## config.mk

```make
export PLATFORM = sky130hd
export DESIGN_NAME = score_bcd_engine
export DESIGN_NICKNAME = d
export VERILOG_FILES = /design/src/rtl/score_bcd_engine_pkg.sv /design/src/rtl/score_bcd_engine_fnd.sv /design/src/rtl/score_bcd_engine.sv
export SDC_FILE = /design/constraint.sdc
export NUM_CORES = 1
export LEC_CHECK = 0
export BUFFER_PORTS_ARGS = -buffer_cell sky130_fd_sc_hd__buf_2
export CORE_MARGIN = 2
export CORE_UTILIZATION = 59
export CTS_CLUSTER_SIZE = 25
export DETAILED_ROUTE_END_ITERATION = 8
export PLACE_DENSITY = 0.81
export RECOVER_POWER = 25
export SYNTH_ARGS = -nofsm -noshare
export SYNTH_HDL_FRONTEND = slang
export SYNTH_SLANG_ARGS = --single-unit
```

## constraint.sdc

```tcl
create_clock -name i_Clk -period 3.3 [get_ports i_Clk]
set_clock_uncertainty 0.05 [all_clocks]
set_input_delay 0.33 -clock i_Clk [delete_from_list [all_inputs] [get_ports i_Clk]]
set_output_delay 0.33 -clock i_Clk [all_outputs]
set_load 0.01 [all_outputs]
```

## src/rtl/score_bcd_engine_pkg.sv

```systemverilog
// Shared definitions for the score/BCD display engine: FSM encoding, blank digit code,
// segment width and the saturation-limit helper used at elaboration time.
package score_bcd_engine_pkg;

    typedef enum logic [1:0] {
        ST_IDLE  = 2'd0,
        ST_LOAD  = 2'd1,
        ST_SHIFT = 2'd2,
        ST_DONE  = 2'd3
    } state_t;

    localparam logic [3:0] BLANK_CODE = 4'hF;
    localparam int         SEG_W      = 7;

    // min(2^width-1, 10^digits-1); powers of ten built from shifts only
    function automatic int max_score(input int width, input int digits);
        int pow10;
        int bin_lim;
        pow10 = 1;
        for (int i = 0; i < digits; i++) begin
            pow10 = (pow10 << 3) + (pow10 << 1);
        end
        bin_lim = (1 << width) - 1;
        return (bin_lim < (pow10 - 1)) ? bin_lim : (pow10 - 1);
    endfunction

endpackage

```

## src/rtl/score_bcd_engine_fnd.sv

```systemverilog
// Seven-segment decoder for one digit (active-high, bit0 = segment a); combinational.
// Codes other than 0-9, including the blank code, turn every segment off.
module score_bcd_engine_fnd
    import score_bcd_engine_pkg::*;
(
    input  logic [3:0]       code,
    output logic [SEG_W-1:0] seg
);

    always_comb begin
        seg = '0;
        case (code)
            4'd0:    seg = 7'h3F;
            4'd1:    seg = 7'h06;
            4'd2:    seg = 7'h5B;
            4'd3:    seg = 7'h4F;
            4'd4:    seg = 7'h66;
            4'd5:    seg = 7'h6D;
            4'd6:    seg = 7'h7D;
            4'd7:    seg = 7'h07;
            4'd8:    seg = 7'h7F;
            4'd9:    seg = 7'h6F;
            default: seg = 7'h00;
        endcase
    end

endmodule

```

## src/rtl/score_bcd_engine.sv

```systemverilog
// Saturating score counter with a serial double-dabble converter driving FND digits.
// Display refreshes WIDTH+3 cycles after a score change; no backpressure, late changes re-queue.
module score_bcd_engine
    import score_bcd_engine_pkg::*;
#(
    parameter int WIDTH    = 10,
    parameter int DIGITS   = 3,
    parameter int LZ_BLANK = 1
) (
    input  logic                    i_Clk,
    input  logic                    i_Rst,
    input  logic                    i_Add,
    input  logic [WIDTH-1:0]        i_Delta,
    input  logic                    i_Clr,
    output logic [WIDTH-1:0]        o_Score,
    output logic [DIGITS*SEG_W-1:0] o_FND,
    output logic                    o_Busy,
    output logic                    o_Valid,
    output logic                    o_Sat
);

    localparam int               BCD_W     = 4 * DIGITS;
    localparam int               CNT_W     = 5;
    localparam logic [WIDTH-1:0] MAX       = WIDTH'(max_score(WIDTH, DIGITS));
    localparam logic [CNT_W-1:0] LAST_STEP = CNT_W'(WIDTH - 1);
    // every digit blank except digit 0, which shows zero
    localparam logic [BCD_W-1:0] DISP_RST  = ~(BCD_W'(BLANK_CODE));

    state_t             state;
    state_t             state_nxt;
    logic [WIDTH-1:0]   score;
    logic [WIDTH-1:0]   score_nxt;
    logic [WIDTH:0]     sum;
    logic               changed;
    logic               pending;
    logic [WIDTH-1:0]   bin_sr;
    logic [WIDTH-1:0]   bin_step;
    logic [BCD_W-1:0]   bcd_sr;
    logic [BCD_W-1:0]   bcd_adj;
    logic [BCD_W-1:0]   bcd_step;
    logic [CNT_W-1:0]   step_cnt;
    logic [BCD_W-1:0]   disp;
    logic [BCD_W-1:0]   disp_nxt;
    logic               seen_nz;

    // score update: clear dominates, add saturates at MAX without wrapping
    always_comb begin
        sum       = {1'b0, score} + {1'b0, i_Delta};
        score_nxt = score;
        if (i_Clr) begin
            score_nxt = '0;
        end else if (i_Add) begin
            score_nxt = (sum > {1'b0, MAX}) ? MAX : sum[WIDTH-1:0];
        end
        changed = (score_nxt != score);
    end

    always_ff @(posedge i_Clk) begin
        if (!i_Rst) begin
            score   <= '0;
            pending <= 1'b1;
        end else begin
            score <= score_nxt;
            if (changed) begin
                pending <= 1'b1;
            end else if (state == ST_LOAD) begin
                pending <= 1'b0;
            end
        end
    end

    always_ff @(posedge i_Clk) begin
        if (!i_Rst) begin
            state <= ST_IDLE;
        end else begin
            state <= state_nxt;
        end
    end

    always_comb begin
        state_nxt = state;
        o_Busy    = 1'b1;
        case (state)
            ST_IDLE: begin
                o_Busy = 1'b0;
                if (pending) begin
                    state_nxt = ST_LOAD;
                end
            end
            ST_LOAD:  state_nxt = ST_SHIFT;
            ST_SHIFT: begin
                if (step_cnt == LAST_STEP) begin
                    state_nxt = ST_DONE;
                end
            end
            ST_DONE:  state_nxt = ST_IDLE;
            default:  state_nxt = ST_IDLE;
        endcase
    end

    // one double-dabble step: add 3 to any digit >= 5, then shift the pair left
    always_comb begin
        bcd_adj = bcd_sr;
        for (int k = 0; k < DIGITS; k++) begin
            if (bcd_sr[4*k +: 4] >= 4'd5) begin
                bcd_adj[4*k +: 4] = bcd_sr[4*k +: 4] + 4'd3;
            end
        end
        bcd_step = {bcd_adj[BCD_W-2:0], bin_sr[WIDTH-1]};
        bin_step = {bin_sr[WIDTH-2:0], 1'b0};
    end

    // leading-zero blanking scans from the top digit; digit 0 always shows
    always_comb begin
        seen_nz  = 1'b0;
        disp_nxt = bcd_sr;
        for (int k = DIGITS - 1; k >= 0; k--) begin
            if (bcd_sr[4*k +: 4] != 4'd0) begin
                seen_nz = 1'b1;
            end
            if ((LZ_BLANK != 0) && !seen_nz && (k != 0)) begin
                disp_nxt[4*k +: 4] = BLANK_CODE;
            end
        end
    end

    always_ff @(posedge i_Clk) begin
        if (!i_Rst) begin
            bin_sr   <= '0;
            bcd_sr   <= '0;
            step_cnt <= '0;
            disp     <= DISP_RST;
        end else begin
            case (state)
                ST_LOAD: begin
                    bin_sr   <= score;
                    bcd_sr   <= '0;
                    step_cnt <= '0;
                end
                ST_SHIFT: begin
                    bin_sr   <= bin_step;
                    bcd_sr   <= bcd_step;
                    step_cnt <= step_cnt + CNT_W'(1);
                end
                ST_DONE: disp <= disp_nxt;
                default: ;
            endcase
        end
    end

    for (genvar k = 0; k < DIGITS; k++) begin : g_fnd
        score_bcd_engine_fnd u_fnd (
            .code (disp[4*k +: 4]),
            .seg  (o_FND[SEG_W*k +: SEG_W])
        );
    end

    assign o_Score = score;
    assign o_Sat   = (score == MAX);
    assign o_Valid = (state == ST_IDLE) && !pending;

endmodule
```

==> impl.org, run 1 <==
** Clock network
- Worst-Skew Late Latency :: 350 ps
- Cts hold-fix bufs :: 0
- TritonCTS clock tree :: done
- Root buffer cell :: sky130_fd_sc_hd__clkbuf_8
- The clock passes through at most 2 buffers.
- H-tree level count :: 3
- After clock tree synthesis, the clock-pin slew on the worst setup and hold paths is 80 ps.
- Number of sinks driven by the clock tree :: 73
- Gates resized during post-CTS repair numbered 0.
- Number of buffers created by CTS :: 9
- Setup fix buffers added after clock tree synthesis :: 0

** Yosys
- Most numerous cell types in the synthesized netlist :: sky130_fd_sc_hd__dfxtp_1 (73), sky130_fd_sc_hd__nand2_1 (43), sky130_fd_sc_hd__ha_1 (42)
- Ys flop type :: sky130_fd_sc_hd__dfxtp_1
- Avg Cell Area, Syn :: approximately 8.5 sq um
- Post-synthesis share of cell area spent on and, or, nand and nor gates :: 0.191
- The Yosys step of the flow raised 0 warnings.
- Number of different library cells in the post-synthesis netlist :: 60
- Cell type contributing the most total cell area after synthesis :: sky130_fd_sc_hd__dfxtp_1
- Syn nets :: 546
- Share of synthesized area occupied by flip-flops and latches :: 0.351
- Combinational family with the most area after synthesis :: compound AO/OA/AOI/OAI gates
- Summing every instance area after synthesis gives around 0.0042 sq mm.
- By area the synthesized netlist is led by sky130_fd_sc_hd__dfxtp_1 (35%), sky130_fd_sc_hd__ha_1 (13%), sky130_fd_sc_hd__nand2_1 (3.9%), sky130_fd_sc_hd__a21oi_1 (3.5%), sky130_fd_sc_hd__nor2_1 (3.4%).
- In this run, synthesis produced a sequential element count of 73.
- Number of cells produced by synthesis :: 489
- Area share of xor/xnor cells in the synthesized design :: 0.0231
- Of the total synthesized cell area, the portion taken by full adders, half adders and majority gates is 0.131.
- Top-area cell type share of the netlist area :: 0.351
- Complex-gate fraction of the synthesized area :: 0.219
- The portion of synthesized area spent on multiplexers is 0.0369.
- sky130_fd_sc_hd__dfxtp_1 is the most common cell in the netlist.
- Number of enable flip-flop cells after synthesis :: 0
- For this run, asynchronously set or reset flops after synthesis account for 0.

** Worst setup path
- Worst-path cell chain :: inv_1 > fa_1 > nand2b_1 > a211o_1 > a31oi_2 > o32a_2 > nor2_2 > and2_0 > a2111oi_1 > o211ai_1
- The worst setup path is of the reg2reg kind.
- Setup crit start :: o_Score[1]$_SDFF_PN0_
- Slack of the worst reg-to-reg path :: 310 ps
- For the worst setup path, the data required time is between 3000 and 4000 ps.
- FF-to-FF End :: pending$_SDFFE_PP1N_
- STA classifies the critical path startpoint as a register.
- Type of destination of the critical path :: register
- The startpoint identified for the worst register-to-register timing path is o_Score[1]$_SDFF_PN0_.
- The slowest stage of the critical path is the sky130_fd_sc_hd__dfxtp_1 cell.
- Measured in cells, the most critical reg-to-reg path has a length of 10.
- Of all nets on the critical path, the largest fanout is 9.
- In this run the worst setup path terminates at pending$_SDFFE_PP1N_.
- STA puts the critical path data arrival time at 3170 ps.
- Max incr delay on CP :: 500 ps

** Placed design
- Post-Place Setup Slack :: 316 ps
- Routability-driven placement finished with a final weighted congestion of 0.974.
- The placed instances occupy a cell area of 0.00451 sq mm.
- Count of port buffers added during placement :: between 40 and 50
- Placed instance count :: a little over 600
- DP Wirelength :: a little under 7 mm

** Detailed routing
- The routed layout has 3,648 vias.
- Dividing the detail-routed wire length by the instance count gives roughly 14 um.
- Antenna Violating Nets Remaining :: 0
- DR vias/cell :: 5.71
- Initial DRC Count :: 191
- WL final :: 9.22 mm
- Number of DRC violations after detailed routing :: 0
- First-pass iteration count of the detailed router :: 5

** Global route
- Overall track demand over capacity in global routing :: 0.248
- The number of antenna violations at the first check in global routing came to 0.
- The first global-routing pass estimated 15.3 mm of wire.
- The total overflow left after global routing is 0.
- Via count of the first global-routing pass :: 3,388
- Largest net degree at the start of global routing :: 33

** Final layout
- Synth-to-Final Area Change :: 12.9%
- Fill cell instance count of the final layout :: 588
- Post-route cell area :: ~0.0047 sq mm
- After the last flow step, the layout net total stands at between 500 and 600.
- Area of combinational cells with multiple inputs :: 0.00250 sq mm
- Of the cells placed in the final design, the portion with a size suffix greater than 1 is 0.118.
- Antenna Diode Count :: 0
- Summing all flip-flop and latch instances after layout gives 0.00146 sq mm.
- Measured on the finished design, the core utilization comes to 0.688.
- After the flow finishes, the layout carries non-filler instances totaling 639.

** STA
- Highest clock rate :: 0.334 GHz
- Final critical path time including I/O delays and setup :: ~3000 ps
- Of the available clock period, the critical path in the final layout requires 0.908.
- For the pin with the worst max-slew slack, the measured transition is 623 ps.
- Total negative slack for setup checks :: 0 ps
- The worst pin sits at a relative slew slack of 0.580.
- Once routing completed, OpenROAD measured the worst setup slack at just over 300 ps.
- Final hold analysis gives a worst-case slack of 291 ps.
- Number of slew-limit violations in the final report :: 0
- RSZ-0062 raised after global routing :: false
- # setup viols final :: 0
- Total count of hold-check failures in the final report :: 0

** Run status
- The flow ran to the end, and the final reports show no timing, DRC or antenna violations.

** Die
- The floorplan has 30 rows.
- For this configuration, the core starts out at a cell density of 0.610.
- The core region is 0.00683 sq mm.
- In this run the count of I/O pins placed on the die edge is 48.
- Die H :: 88.0 um
- Measured along the x axis, the die boundary spans 88.0 um.
- The die covers 0.00775 sq mm.

** Pwr
- Power after layout :: between 2 and 2.5 mW
- Static power due to leakage :: 2.06 nW
- VDD IR-drop max :: 0.000395 V
- Power per standard cell area :: roughly 500 mW/mm^2

** Run
- Max-cap violations in this run came to 0.

** Hold path
- Class of the worst hold path :: in2reg
==> state kept, by name, summed over array words and instances (netlist names) <==
name and cells:
step_cnt 5, state 2, bin_sr 10, g_fnd.u_fnd.seg 21
bcd_sr 12, pending 1, o_Score 10, disp 12
==> layout make-up <==
type,count,area share
clock inverters,6,0.0192
inverters,34,0.0271
clock buffers,10,0.0293
multi-input cells,364,0.532
well taps,96,0.0255
flip-flops and latches,73,0.311
repair buffers,56,0.0561
==> worst max-delay path: cells and delay by family (launching register included) <==
family                   cells  cell delay, ps
AO/OA/AOI/OAI                5            1330
flip-flops                   1             500
adder cells (fa/ha/maj)      1             430
AND/OR/NAND/NOR              3             420
buffers and inverters        1             140
==> where the power goes <==
group          internal (mW)  switching [mW]  total (mW)
Clock                  0.449           0.358       0.807
Combinational          0.219           0.365       0.585
Sequential             0.935          0.0428       0.978
==> cell families after synthesis <==
kind of cell,Yosys count
AO/OA/AOI/OAI,134
XOR/XNOR,11
adder cells (fa/ha/maj),43
buffers and inverters,52
flip-flops,73
multiplexers,15
AND/OR/NAND/NOR,161
==> worst min path at each step <==
stage                                 startpoint                     end  slack [ps]  depth (start not counted)
final                                      i_Add   o_Score[8]$_SDFF_PN0_         290                          3
after global placement    bin_sr[8]$_SDFFE_PN0P_  bin_sr[8]$_SDFFE_PN0P_         410                          1
after CTS                                  i_Add   o_Score[8]$_SDFF_PN0_         280                          3
after detailed placement  bin_sr[1]$_SDFFE_PN0P_  bin_sr[1]$_SDFFE_PN0P_         420                          1
after global routing                       i_Add   o_Score[8]$_SDFF_PN0_         290                          3
after floorplan           bin_sr[0]$_SDFFE_PN0P_  bin_sr[0]$_SDFFE_PN0P_         400                          2
==> layout by cell type, fill, tap and decap left out, types with 6 or more instances in the layout <==
master / n
sky130_fd_sc_hd__dfxtp_1: 73
sky130_fd_sc_hd__nand2_1: 43
sky130_fd_sc_hd__ha_1: 42
sky130_fd_sc_hd__nor2_1: 38
sky130_fd_sc_hd__inv_1: 33
sky130_fd_sc_hd__a21oi_1: 29
sky130_fd_sc_hd__o21ai_0: 28
sky130_fd_sc_hd__buf_2: 25
sky130_fd_sc_hd__clkbuf_1: 25
sky130_fd_sc_hd__o22ai_1: 14
sky130_fd_sc_hd__and2_1: 14
sky130_fd_sc_hd__nand2b_1: 12
sky130_fd_sc_hd__nand3_1: 12
sky130_fd_sc_hd__mux2i_1: 12
sky130_fd_sc_hd__nor3_1: 11
sky130_fd_sc_hd__o211a_1: 10
sky130_fd_sc_hd__clkbuf_8: 10
sky130_fd_sc_hd__nor2b_1: 7
sky130_fd_sc_hd__xnor2_1: 7
sky130_fd_sc_hd__a211oi_1: 7
sky130_fd_sc_hd__o211ai_1: 7
sky130_fd_sc_hd__o31ai_1: 6
sky130_fd_sc_hd__buf_4: 6
==> metal layers <==
layer / up-vias / track usage / share of wire
met4: 0 / 0.113 / 0.019
met5: - / 0 / 0
li1: 1834 / - / -
met1: 1697 / 0.308 / 0.45
met3: 15 / 0.0481 / 0.051
met2: 102 / 0.416 / 0.48
No activity file was read; power rests on OpenSTA's default activity.
==> run 2: changes to the inputs <==
Settings changed: CORE_UTILIZATION 59 to 58, MAX_ROUTING_LAYER set to met4, SYNTH_HIERARCHICAL set to 1.
==> impl.org, run 2 <==
** Yosys
- The register area share after synthesis came to 0.266 (-0.0843).
- Among all cell types in the netlist, the one instantiated most often is sky130_fd_sc_hd__dfxtp_1.
- #FFs+latches synth :: 52 (-29%)
- Number of enable flip-flop cells after synthesis :: 0 (unchanged)
- Top-area cell type share of the netlist area :: 0.266 (-0.0843)
- Syn nets :: 530 (-2.9%)
- The largest total area in the synthesized netlist belongs to sky130_fd_sc_hd__dfxtp_1.
- After synthesis, the cell types taking the most area are sky130_fd_sc_hd__dfxtp_1 (27%), sky130_fd_sc_hd__ha_1 (13%), sky130_fd_sc_hd__o21ai_0 (4.4%), sky130_fd_sc_hd__nand2_1 (4.0%), sky130_fd_sc_hd__a21oi_1 (3.5%).
- The number of unique standard cell types used by synthesis came to 64 (+6.7%).
- Fraction of registers with async set/reset :: 0 (unchanged)
- Syn. warnings :: 6 (+6)
- By count the netlist is led by sky130_fd_sc_hd__dfxtp_1 (52), sky130_fd_sc_hd__ha_1 (42), sky130_fd_sc_hd__nand2_1 (42).
- The average instance area after synthesis came to 8.26 sq um (-3.0%).
- Number of cells produced by synthesis :: 473 (-3.3%)
- Among all flip-flop cells after synthesis, the most frequent one is sky130_fd_sc_hd__dfxtp_1.
- The summed instance area of the synthesized netlist is 0.00391 sq mm (-6.2%).

** Run status
- Outcome :: finished clean

** Die
- Area of the die :: 0.00741 sq mm (-4.4%)
- Number of standard-cell rows in the floorplan :: 29 (-3.3%)
- Die H :: 86.1 um (-2.2%)
- # IOs :: 48 (unchanged)
- Width of the die :: 86.1 um (-2.2%)
- The initial standard-cell utilization of the core came to 0.608 (-0.00147).
- Placeable core area :: 0.00642 sq mm (-6.0%)

** Final layout
- Antenna Diode Count :: 0 (unchanged)
- Layout cell share with drive strength beyond 1 :: 0.150 (+0.0321)
- The final layout net count was 576 (-3.2%).
- Synth-to-Final Area Change :: 9.64%
- Leaving out fill and tap cells, the most frequent cells in the layout are sky130_fd_sc_hd__dfxtp_1 (51), sky130_fd_sc_hd__buf_2 (43), sky130_fd_sc_hd__nand2_1 (42), sky130_fd_sc_hd__ha_1 (42), sky130_fd_sc_hd__inv_1 (36).
- Most common cell after layout, fill and taps aside :: sky130_fd_sc_hd__dfxtp_1
- Post-route cell area :: 0.00428 sq mm (-8.9%)
- Leading registers by flop count :: bcd_sr (12), disp (12)

** Pwr
- Combinational share of power :: 0.350 (+0.103)
- Fraction of power spent switching nets :: 0.378 (+0.0546)
- Clock power share :: 0.225 (-0.116)
- The power per cell area is 396 mW/mm^2 (-21%).
- The static leakage power is 1.90 nW (-7.8%).
- Pint :: 1.06 mW (-34%)
- Net switching power :: 0.641 mW (-16%)
- The largest vdd supply drop was 0.000272 V (-31%).
- Flop pwr share :: 0.425 (+0.012)

** Detailed routing
- The mean routed wirelength per cell was 15.4 um (+6.8%).
- Number of DRC violations after detailed routing :: 0 (unchanged)
- The total via count after detailed routing is 3,594 (-1.5%).
- The final routed wirelength across all metal layers came to 9.20 mm (-0.23%).
- The count of TritonRoute iterations in the first routing pass is 7 (+2).
- The violation count after the first detailed-routing iteration is 233 (+22%).
- DR vias/cell :: 6.02 (+5.5%)
- Antenna Violating Nets Remaining :: 0 (unchanged)

** Worst setup path
- The worst register-to-register path ends at pending$_SDFFE_PP1N_.
- Worst r2r path cells :: 11 (+1)
- The critical-path maximum fanout came to 9 (unchanged).
- The critical path is of the reg2reg type.
- STA classifies the critical path startpoint as a register.
- The critical path data arrival time was 3210 ps (+40 ps).
- Launch point of the worst reg-to-reg path :: o_Score[0]$_SDFF_PN0_
- Type of destination of the critical path :: register
- The flop-to-flop setup slack came to 220 ps (-80 ps).
- Endpoint required time on the critical path :: 3430 ps (-40 ps)

** Global route
- Via count of the first global-routing pass :: 3,361 (-0.80%)
- Aggregate global routing overflow :: 0 (unchanged)
- Wire length of the first global-routing pass :: 15.5 mm (+1.5%)
- The global routing met3 resource utilization was 0.0346 (-0.0134).
- The total global-route track usage is 0.264 (+0.0157).
- The maximum number of pins on one net before global-route repair was 43 (+30%).
- The global routing met2 resource utilization is 0.448 (+0.0322).
- Busiest layer in global routing :: met2
- Initial antenna violation count :: 0 (unchanged)
- The met1 global-route usage was 0.333 (+0.0245).

** STA
- Least-Margin Pin Slew :: 927 ps (+304 ps)
- Setup repair after global routing left no endpoint under its margin.
- Max-Slew Margin vs Limit :: 0.382 (-0.198)
- The number of pins exceeding their max-slew limit in the final report came to 0 (unchanged).
- # setup viols final :: 0 (unchanged)
- Setup slack of the critical path after layout :: 224 ps (-81.1 ps)
- The number of hold-slack violations in the final timing report came to 0 (unchanged).
- Total negative slack for setup checks :: 0 ps (unchanged)
- Final cycle utilization of the critical path :: 0.932 (+0.0246)
- Highest clock rate :: 0.325 GHz (-2.6%)
- The final critical path time including I/O delays and setup is 3080 ps (+81.1 ps).
- The post-route worst hold slack was 400 ps (+109 ps).

** Clock network
- Number of sinks driven by the clock tree :: 52 (-29%)
- The clock transition at the register clock pins on the worst setup and hold paths after CTS was 100 ps (+20 ps).
- The clock latency on the worst-skew pair came to 310 ps (-40 ps).
- Maximum buffer depth of the clock tree :: 2 (unchanged)
- Clock tree synthesis selected as its root buffer the cell sky130_fd_sc_hd__clkbuf_8.
- The level count of the clock H-tree came to 2 (-1).
- Number of buffers created by CTS :: 5 (-4)
- TritonCTS clock tree :: done

** Run
- Number of violations of the max-capacitance limit :: 0 (unchanged)

** Hold path
- Class of the worst hold path :: in2reg
- The worst hold path terminates at o_Score[0]$_SDFF_PN0_.
- The worst hold path stage count was 4 (+1).
- The worst hold path begins at i_Delta[0].

** Placed design
- The cell area after placement came to 0.00422 sq mm (-6.6%).
- The number of buffers added on ports came to 47 (unchanged).
- The pre-CTS setup slack was 178 ps (-138 ps).
- The placed wire-length estimate after detailed placement came to 7.00 mm (+4.1%).
- Global placer's final weighted congestion :: 0.964 (-0.98%)
==> run 2: cell count changes after synthesis, sizes merged, moves of 4 or more <==
cell	delta
dfxtp	-21
nor2b	+7
buf	+6
a22o	+4
o31ai	-4
o21ai	+10
clkbuf	-5
nor3	-7
nor2	-13
o22ai	+7
==> run 2: critical path: stages (launching register included) <==
cell and delay [ps]:
sky130_fd_sc_hd__dfxtp_2 430, sky130_fd_sc_hd__ha_1 230, sky130_fd_sc_hd__inv_1 60, sky130_fd_sc_hd__fa_1 410, sky130_fd_sc_hd__nor2b_1 170, sky130_fd_sc_hd__o2111ai_2 170, sky130_fd_sc_hd__a21boi_0 280, sky130_fd_sc_hd__or2_0 150
sky130_fd_sc_hd__a21oi_1 100, sky130_fd_sc_hd__a221o_1 400, sky130_fd_sc_hd__a2111oi_2 390, sky130_fd_sc_hd__nand4_1 120
==> run 2: logic make-up after synthesis <==
logic type                 count (synthesis)  synth area share
and+or+nand+nor                          149             0.203
DFF                                       52             0.266
buffers and inverters                     55            0.0612
xor gates and xnor gates                  15            0.0336
muxes                                     11            0.0282
adders and majority gates                 43             0.140
AOI/OAI and AO/OA                        148             0.268
==> run 2: area by class of cell <==
class,instances,area (sq um)
repair buffers,58,287
inverters,36,135
well taps,77,96.3
multi-input cells,366,2630
flip-flops and latches,52,1040
clock buffers,5,68.8
clock inverters,3,27.5
fillers,569,2140
==> run 2: power groups by stage <==
stage / clock, mW / combinational [mW] / sequential (mW)
after floorplan: 0 / 0.446 / 0.731
after global routing: 0.412 / 0.659 / 0.727
after CTS: 0.393 / 0.593 / 0.720
after detailed placement: 0 / 0.593 / 0.734
final: 0.382 / 0.594 / 0.721
after global placement: 0 / 0.571 / 0.731
==> run 2: worst max path at each step <==
stage | slack, ps | startpoint | end | cells after the start
floorplan | 430 | o_Score[0]$_SDFF_PN0_ | pending$_SDFFE_PP1N_ | 11
global placement | 330 | o_Score[0]$_SDFF_PN0_ | pending$_SDFFE_PP1N_ | 11
detailed placement | 180 | o_Score[0]$_SDFF_PN0_ | pending$_SDFFE_PP1N_ | 11
CTS | 140 | o_Score[0]$_SDFF_PN0_ | pending$_SDFFE_PP1N_ | 11
global route | 110 | o_Score[0]$_SDFF_PN0_ | pending$_SDFFE_PP1N_ | 11
finish | 220 | o_Score[0]$_SDFF_PN0_ | pending$_SDFFE_PP1N_ | 11
==> run 2: stage by stage <==
step	power [mW]	utilization	std cells
3_3_place_gp	1.30	0.657	589
6_report	1.70	0.667	597
4_1_cts	1.71	0.672	597
5_1_grt	1.80	0.667	597
3_5_place_dp	1.33	0.657	589
2_1_floorplan	1.18	-	473
==> run 2: routing by layer <==
layer | routed length [um] | vias to the layer above
li1 | - | 1779
met1 | 4210 | 1681
met2 | 4360 | 126
met3 | 511 | 8
met4 | 112 | 0
met5 | 0 | -
==> run 2: timing repair <==
item,4_1_cts,5_1_grt
gates resized for setup,0,1
setup endpoints to repair,0,1
setup buffers,0,0
hold buffers,0,0
